`src/rtl/mem_arbiter.sv`:
```
// Shares the byte-wide RAM/IO bus between instruction fetch (word reads) and the MEM stage.
// Optional MEM_ARB_RR_EN: round-robin on ties; default is fixed MEM-over-IF priority.
module mem_arbiter #(
  parameter int unsigned ADDR_W = 32,
  parameter logic [1:0]  IO_HI  = 2'b11
) (
  input  logic              i_clk,
  input  logic              i_rst_n,
  input  logic              i_rdy,
  input  logic              i_if_req,
  input  logic [ADDR_W-1:0] i_if_addr,
  output logic              o_if_done,
  output logic [31:0]       o_if_data,
  input  logic              i_mem_req,
  input  logic              i_mem_we,
  input  logic [1:0]        i_mem_size,
  input  logic [ADDR_W-1:0] i_mem_addr,
  input  logic [31:0]       i_mem_wdata,
  output logic              o_mem_done,
  output logic [31:0]       o_mem_rdata,
  input  logic [7:0]        i_ram_din,
  output logic [7:0]        o_ram_dout,
  output logic [ADDR_W-1:0] o_ram_a,
  output logic              o_ram_wr,
  input  logic              i_io_buffer_full,
  output logic              o_busy
);

  typedef enum logic [1:0] {StIdle, StRd, StWr} state_e;

  state_e              r_state;
  state_e              w_state_d;
  logic                r_port_mem;
  logic [ADDR_W-1:0]   r_addr;
  logic [31:0]         r_wdata;
  logic [2:0]          r_n;
  logic [2:0]          r_issue;
  logic [2:0]          r_recv;
  logic                r_vld;
  logic [31:0]         r_rbuf;
  logic                r_if_done;
  logic [31:0]         r_if_data;
  logic                r_mem_done;
  logic [31:0]         r_mem_rdata;

  logic                w_grant;
  logic                w_pick_mem;
  logic [2:0]          w_mem_n;
  logic [2:0]          w_n_m1;
  logic [ADDR_W-1:0]   w_cur_addr;
  logic                w_io_stall;
  logic                w_wr_go;
  logic                w_last_rd;
  logic [31:0]         w_rbuf_d;
  logic [31:0]         w_wshift;

`ifdef MEM_ARB_RR_EN
  // 1 = MEM was granted last; reset value lets IF win the first tie.
  logic r_last_mem;

  always_ff @(posedge i_clk or negedge i_rst_n) begin
    if (!i_rst_n) begin
      r_last_mem <= 1'b1;
    end else if (w_grant) begin
      r_last_mem <= w_pick_mem;
    end
  end

  assign w_pick_mem = i_mem_req && (!i_if_req || !r_last_mem);
`else
  assign w_pick_mem = i_mem_req;
`endif

  // No grant while a done pulse is out: the requester is still dropping its request.
  assign w_grant = (r_state == StIdle) && i_rdy && !r_if_done && !r_mem_done &&
                   (i_mem_req || i_if_req);

  always_comb begin
    unique case (i_mem_size)
      2'b00:   w_mem_n = 3'd1;
      2'b01:   w_mem_n = 3'd2;
      default: w_mem_n = 3'd4;
    endcase
  end

  assign w_n_m1     = r_n - 3'd1;
  assign w_cur_addr = r_addr + ADDR_W'(r_issue);
  assign w_io_stall = (w_cur_addr[17:16] == IO_HI) && i_io_buffer_full;
  assign w_wr_go    = i_rdy && !w_io_stall;
  assign w_last_rd  = r_vld && (r_recv == w_n_m1);
  assign w_rbuf_d   = r_rbuf | (32'(i_ram_din) << {r_recv[1:0], 3'b000});
  assign w_wshift   = r_wdata >> {r_issue[1:0], 3'b000};

  // State register
  always_ff @(posedge i_clk or negedge i_rst_n) begin
    if (!i_rst_n) begin
      r_state <= StIdle;
    end else begin
      r_state <= w_state_d;
    end
  end

  // Next-state logic
  always_comb begin
    w_state_d = r_state;
    unique case (r_state)
      StIdle: begin
        if (w_grant) begin
          w_state_d = (w_pick_mem && i_mem_we) ? StWr : StRd;
        end
      end
      StRd: begin
        if (i_rdy && w_last_rd) begin
          w_state_d = StIdle;
        end
      end
      StWr: begin
        if (w_wr_go && (r_issue == w_n_m1)) begin
          w_state_d = StIdle;
        end
      end
      default: w_state_d = StIdle;
    endcase
  end

  // Bus outputs
  always_comb begin
    o_ram_a    = '0;
    o_ram_dout = 8'h00;
    o_ram_wr   = 1'b0;
    unique case (r_state)
      StRd: begin
        if (r_issue < r_n) begin
          o_ram_a = w_cur_addr;
        end
      end
      StWr: begin
        o_ram_a    = w_cur_addr;
        o_ram_dout = w_wshift[7:0];
        o_ram_wr   = w_wr_go;
      end
      default: ;
    endcase
  end

  // Datapath: request latch, byte counters, read assembly and completion pulses.
  always_ff @(posedge i_clk or negedge i_rst_n) begin
    if (!i_rst_n) begin
      r_port_mem  <= 1'b0;
      r_addr      <= '0;
      r_wdata     <= 32'h0;
      r_n         <= 3'd0;
      r_issue     <= 3'd0;
      r_recv      <= 3'd0;
      r_vld       <= 1'b0;
      r_rbuf      <= 32'h0;
      r_if_done   <= 1'b0;
      r_if_data   <= 32'h0;
      r_mem_done  <= 1'b0;
      r_mem_rdata <= 32'h0;
    end else begin
      r_if_done  <= 1'b0;
      r_mem_done <= 1'b0;
      unique case (r_state)
        StIdle: begin
          if (w_grant) begin
            r_port_mem <= w_pick_mem;
            r_issue    <= 3'd0;
            r_recv     <= 3'd0;
            r_vld      <= 1'b0;
            r_rbuf     <= 32'h0;
            if (w_pick_mem) begin
              r_addr  <= i_mem_addr;
              r_wdata <= i_mem_wdata;
              r_n     <= w_mem_n;
            end else begin
              r_addr <= i_if_addr;
              r_n    <= 3'd4;
            end
          end
        end
        StRd: begin
          if (!i_rdy) begin
            // Drop the in-flight byte and re-issue it after the freeze.
            r_vld   <= 1'b0;
            r_issue <= r_recv;
          end else begin
            if (r_issue < r_n) begin
              r_issue <= r_issue + 3'd1;
              r_vld   <= 1'b1;
            end else begin
              r_vld <= 1'b0;
            end
            if (r_vld) begin
              r_rbuf <= w_rbuf_d;
              r_recv <= r_recv + 3'd1;
              if (w_last_rd) begin
                if (r_port_mem) begin
                  r_mem_done  <= 1'b1;
                  r_mem_rdata <= w_rbuf_d;
                end else begin
                  r_if_done <= 1'b1;
                  r_if_data <= w_rbuf_d;
                end
              end
            end
          end
        end
        StWr: begin
          if (w_wr_go) begin
            r_issue <= r_issue + 3'd1;
            if (r_issue == w_n_m1) begin
              r_mem_done <= 1'b1;
            end
          end
        end
        default: ;
      endcase
    end
  end

  assign o_if_done   = r_if_done;
  assign o_if_data   = r_if_data;
  assign o_mem_done  = r_mem_done;
  assign o_mem_rdata = r_mem_rdata;
  assign o_busy      = (r_state != StIdle);

endmodule

```
`config.mk`:
```
export PLATFORM = sky130hd
export DESIGN_NAME = mem_arbiter
export DESIGN_NICKNAME = d
export VERILOG_FILES = /design/src/rtl/mem_arbiter.sv
export SDC_FILE = /design/constraint.sdc
export NUM_CORES = 1
export LEC_CHECK = 0
export ABC_AREA = 1
export BUFFER_PORTS_ARGS = -buffer_cell sky130_fd_sc_hd__buf_2
export CORE_MARGIN = 2
export CORE_UTILIZATION = 40
export CTS_BUF_LIST = sky130_fd_sc_hd__clkbuf_4
export CTS_CLUSTER_DIAMETER = 200
export DETAILED_ROUTE_END_ITERATION = 10
export MAX_ROUTING_LAYER = met4
export PLACE_DENSITY = 0.71
export SLEW_MARGIN = 15
export SYNTH_ARGS = -nofsm -noshare
export SYNTH_HDL_FRONTEND = slang
export SYNTH_SLANG_ARGS = --single-unit
```
`constraint.sdc`:
```
create_clock -name i_clk -period 7.25 [get_ports i_clk]
set_input_delay 0.3625 -clock i_clk [delete_from_list [all_inputs] [get_ports i_clk]]
set_output_delay 0.3625 -clock i_clk [all_outputs]
set_load 0.01 [all_outputs]
```
Word level (Yosys, flattened, before mapping):

Index checks and enable logic that the tools add are counted.

* flip-flop bits (word level): 175
* bits of input ports: 113
* logic and storage cells: 102

* add/sub/neg operators: 4
* order comparisons: 1
* equality and inequality tests: 13
* shift operators: 2
* mux-type cells: 40
* bitwise gates (word level): 2
* reduce and logical (&&, ||, !) cells: 27

Operator list (count)
* 32-bit two-way mux: 5
* 32-bit one-hot mux with 2 select lines: 2
* 32-bit by 3-bit adder with 32-bit output: 1
* 32-bit bitwise OR: 1
* 8-bit by 5-bit << shifter with 32-bit output: 1
* 32-bit by 5-bit right shift with 8-bit output: 1
* 3-bit two-way mux: 7
* 1-bit two-way mux: 15
* 2-bit inequality test (second input constant): 6
* 3-bit one-hot mux with 2 select lines: 2
* 1-bit logical AND: 10
* 5-bit AND reduction: 2
* 3-bit one-hot mux with 3 select lines: 1
* 2-bit two-way mux: 4
* 8-bit two-way mux: 1
* 4-bit AND reduction: 2
* 3-bit by 1-bit adder with 3-bit output (second input constant): 2
* 3-bit equality test: 2
* 2-bit one-hot mux with 3 select lines: 1
* 3-bit AND reduction: 2
* 2-bit by 1-bit equality test with 1-bit output (second input constant): 2
* 2-bit equality test (second input constant): 2
* 2-bit zero test: 2
* 1-bit one-hot mux with 2 select lines: 2
* other kinds (9): 13

Logic depth before layout (Yosys ltp):

* depth after elaboration: 8
* gate-level depth with buffers: 17
* mapped depth without buffers: 17

Least setup slack after synthesis:

No wires, ideal clock.

* kind: flip-flop to output port
* start: reg r_issue[1]
* end: out o_ram_a[28]
* arrival: 2552 ps
* required time: 6888 ps
* setup slack: 4335 ps
* stages on the path, launching flop included: 15
* path through: dfrtp_1 -> clkbuf_1 -> clkinv_1 -> fa_1 -> inv_1 -> nand3_1 -> nand2_1 -> nand2_1 -> nor2_1 -> nand2_1 -> nor2_4 -> nand4_1 -> nor2_1 -> a21oi_1 -> nor2_1

* word-level cells in the longest chain between the ends: 3
* elaborated cells between the ends (all ways): 4

RTL lines
* start, declared: RTL line 37 `logic [2:0] r_issue;`
* start signal, assigned: RTL line 186 `r_issue <= r_recv;`
* start signal, assigned: RTL line 189 `r_issue <= r_issue + 3'd1;`
* start signal, assigned: RTL line 211 `r_issue <= r_issue + 3'd1;`
* 32-bit by 3-bit adder with 32-bit output / 3-bit less-than comparator (equally long branches): RTL line 87, 133
* 32-bit two-way mux: RTL line 133 `if (r_issue < r_n) begin`
* 32-bit one-hot mux with 2 select lines (*): RTL line 131 `unique case (r_state)`
* end, declared: RTL line 23 `output logic [ADDR_W-1:0] o_ram_a,`

Every way passes the cells marked *; elsewhere a longest branch is shown, timed or not.

Worst setup path in the final report:

* start: reg r_issue[0]
* end: out o_ram_a[29]

The elaborated chain is that of the path after synthesis.

==> metrics.txt <==
post-synthesis sequential area ratio=50.15%; cts repair resizes=0; crit share post-route=56.02%; top cells by area, synth=dfrtp_1 50%, nand2_1 12%, nor2_1 6.3%, o21ai_1 4.2%, inv_1 3.7%; first-pass GRT wire length=36420 um; Reg2Reg Depth=9; final wirelength=22990 um; Detail Route Antenna Nets=0; Reg2Reg Capture Point=r_n[0]$_DFFE_PN0P_; 1st-iter DRT viols=542; core area=0.02162 mm2; Top FF cell, synth=dfrtp_1; synth unique cells=38; Post-synth top cells=283 x nand2_1, 175 x dfrtp_1, 146 x nor2_1; Worst Hold Depth=3; Site Rows=54; die height=151.8 um; Worst Tran Pin Value=1.064 ns; vias in the first global route=7292; Die Span X=151.8 um; Startpoint Class=flop; grt ovf=0; multi-input logic area=0.003725 mm2; Starting Density=40.39%; Pre-Repair DR Iteration Count=8; Max VDD drop=123.3 uV; most common cell in the netlist=nand2_1; ys async rst share=100.0%; clk sinks=175; final core utilization=49.06%; beginning of the worst hold path=i_if_addr[31]; Num CTS Buffers=17; area share of the largest cell type after synthesis=50.15%; number of max-slew violations in the final report=0; CTS Buffer Depth=2; RSZ-0062 raised after global routing=false; full die area=0.02303 mm2; Setup TNS=0 ns; fmax=0.2462 GHz; Post-synth EDFFs=0; GRT Total Usage=20.66%; clock root buffer=clkbuf_4; status=finished clean; fill count=2144; Worst Setup End Kind=output pin; Worst Hold Path EP=r_addr[31]$_DFFE_PN0P_; Synth warnings=0; initial antenna violation count=4; Clock Latency Late Sink=0.56 ns; # DRC=0; Post-Syn Area=0.008732 mm2; CP arrival=3.70 ns; dominant cell type by area after synthesis=dfrtp_1; I/O pins=221; largest net degree at the start of global routing=118; sequential cell area=0.004379 mm2; Final Hold Vio Count=0; Required @ worst endpoint=6.89 ns; CTS H-tree depth=4; FF-to-FF setup slack=4.03 ns; Setup Buffers After CTS=0; clock skew=0.02053 ns; max cap viols=0; pwr/cell area=308.3 mW/mm2; Max-slew headroom=28.88%; via count=7930; leak pwr=5.350 nW; busiest layer in global routing=met2; CTS tree=done; layout cells sized above 1=23.14%; met3 global-route usage=4.042%; CP max FO=23; WL/cell=14.39 um; clock slew at reported path FFs=0.16 ns; total power=3.271 mW; hpwl dp=16070 um; syn_nets=1202; # hold bufs at CTS=35; GR Layer Usage met1=28.41%; drt via density=4.962; CP Class=reg -> out; Reg-to-Reg Start=r_state[0]$_DFFE_PN0P_; Synth Instances=1076; global placement routability congestion=0.8602; min cycle time layout=4.061 ns; #FFs+latches synth=175; Hold Path Class=in -> reg; GR Layer Usage met2=31.44%; Avg Cell Area, Syn=8.115 um2; # setup viols final=0; Final #Nets=1427; port buffer count=220; Area growth syn-to-layout=21.48%
==> layout by cell type, fill, tap and decap left out, drive strengths merged, types with 6 or more instances in the layout <==
master / instances
inv: 105
o31ai: 32
clkinv: 7
nand2: 285
nand3: 28
nor2: 151
clkbuf: 19
nand4: 9
o21ai: 112
ha: 12
dfrtp: 175
a211oi: 27
xor2: 6
dlygate4sd3: 35
nor3: 22
buf: 224
a31oi: 12
a21oi: 34
==> through the flow <==
step           std cells  area [um2]  hold WS (ns)  setup WS, ns
3_3_place_gp        1527        9976        0.4548         3.893
5_1_grt             1598       10610       0.01103         2.749
6_report            1598       10610       0.07107         3.189
4_1_cts             1594       10590       0.01089         3.149
3_5_place_dp        1527        9976        0.4543         3.793
2_1_floorplan       1076        8732       0.06691         4.335
==> report_power, final <==
group | internal [mW] | switching [mW] | leakage, nW
clock | 0.181 | 0.355 | 0.140
combinational | 0.433 | 0.820 | 2.89
sequential | 1.24 | 0.244 | 2.32
==> worst max path at each step <==
stage	from	end	slack (ns)
3_3_place_gp	r_issue[0]$_DFFE_PN0P_	o_ram_a[29]	3.89
2_1_floorplan	r_issue[1]$_DFFE_PN0P_	o_ram_a[28]	4.34
5_1_grt	r_issue[0]$_DFFE_PN0P_	o_ram_a[29]	2.75
3_5_place_dp	r_issue[0]$_DFFE_PN0P_	o_ram_a[15]	3.79
4_1_cts	r_issue[0]$_DFFE_PN0P_	o_ram_a[15]	3.15
6_report	r_issue[0]$_DFFE_PN0P_	o_ram_a[29]	3.19
==> per-layer routing <==
metal	vias to the layer above	wire (um)
met5	-	0
met4	0	308
met3	28	1396
met2	272	10530
met1	3664	10760
li1	3966	-
==> state kept, by name (all words and copies together) (netlist names) <==
register,flops
r_n,3
r_state,2
r_vld,1
o_mem_done,1
r_issue,3
o_if_done,1
r_addr,32
o_mem_rdata,32
r_rbuf,32
r_recv,3
r_port_mem,1
o_if_data,32
r_wdata,32
==> final cells by class <==
type	count	share of cell area (%)
antenna	4	0.09436
sequential	175	41.28
clock inverter	14	1.238
inverter	101	3.574
timing repair buffer	260	14.12
tap	280	3.303
clock buffer	18	1.274
multi-input combinational	746	35.11
==> critical path, cell delays in order (launching register included) <==
cell and delay (ns):
dfrtp_1 0.62, inv_1 0.46, ha_1 0.23, nor2_1 0.05, a211oi_1 0.32, nand2_1 0.09
nand2_1 0.07, nand2_1 0.49, inv_2 0.41, o21ai_0 0.13, a21oi_1 0.13, buf_2 0.15
==> cells by family (layout without fill, tap and decap cells) <==
family | Yosys count | count (layout) | share of synthesized area (%)
AOI/OAI and AO/OA | 221 | 221 | 15.95
xor gates and xnor gates | 10 | 10 | 1.003
adders and majority gates | 13 | 13 | 1.949
buffers and inverters | 155 | 393 | 7.422
DFF | 175 | 175 | 50.15
other | 0 | 4 | 0
and+or+nand+nor | 502 | 502 | 23.53
Power figures use the tool's default switching activity.
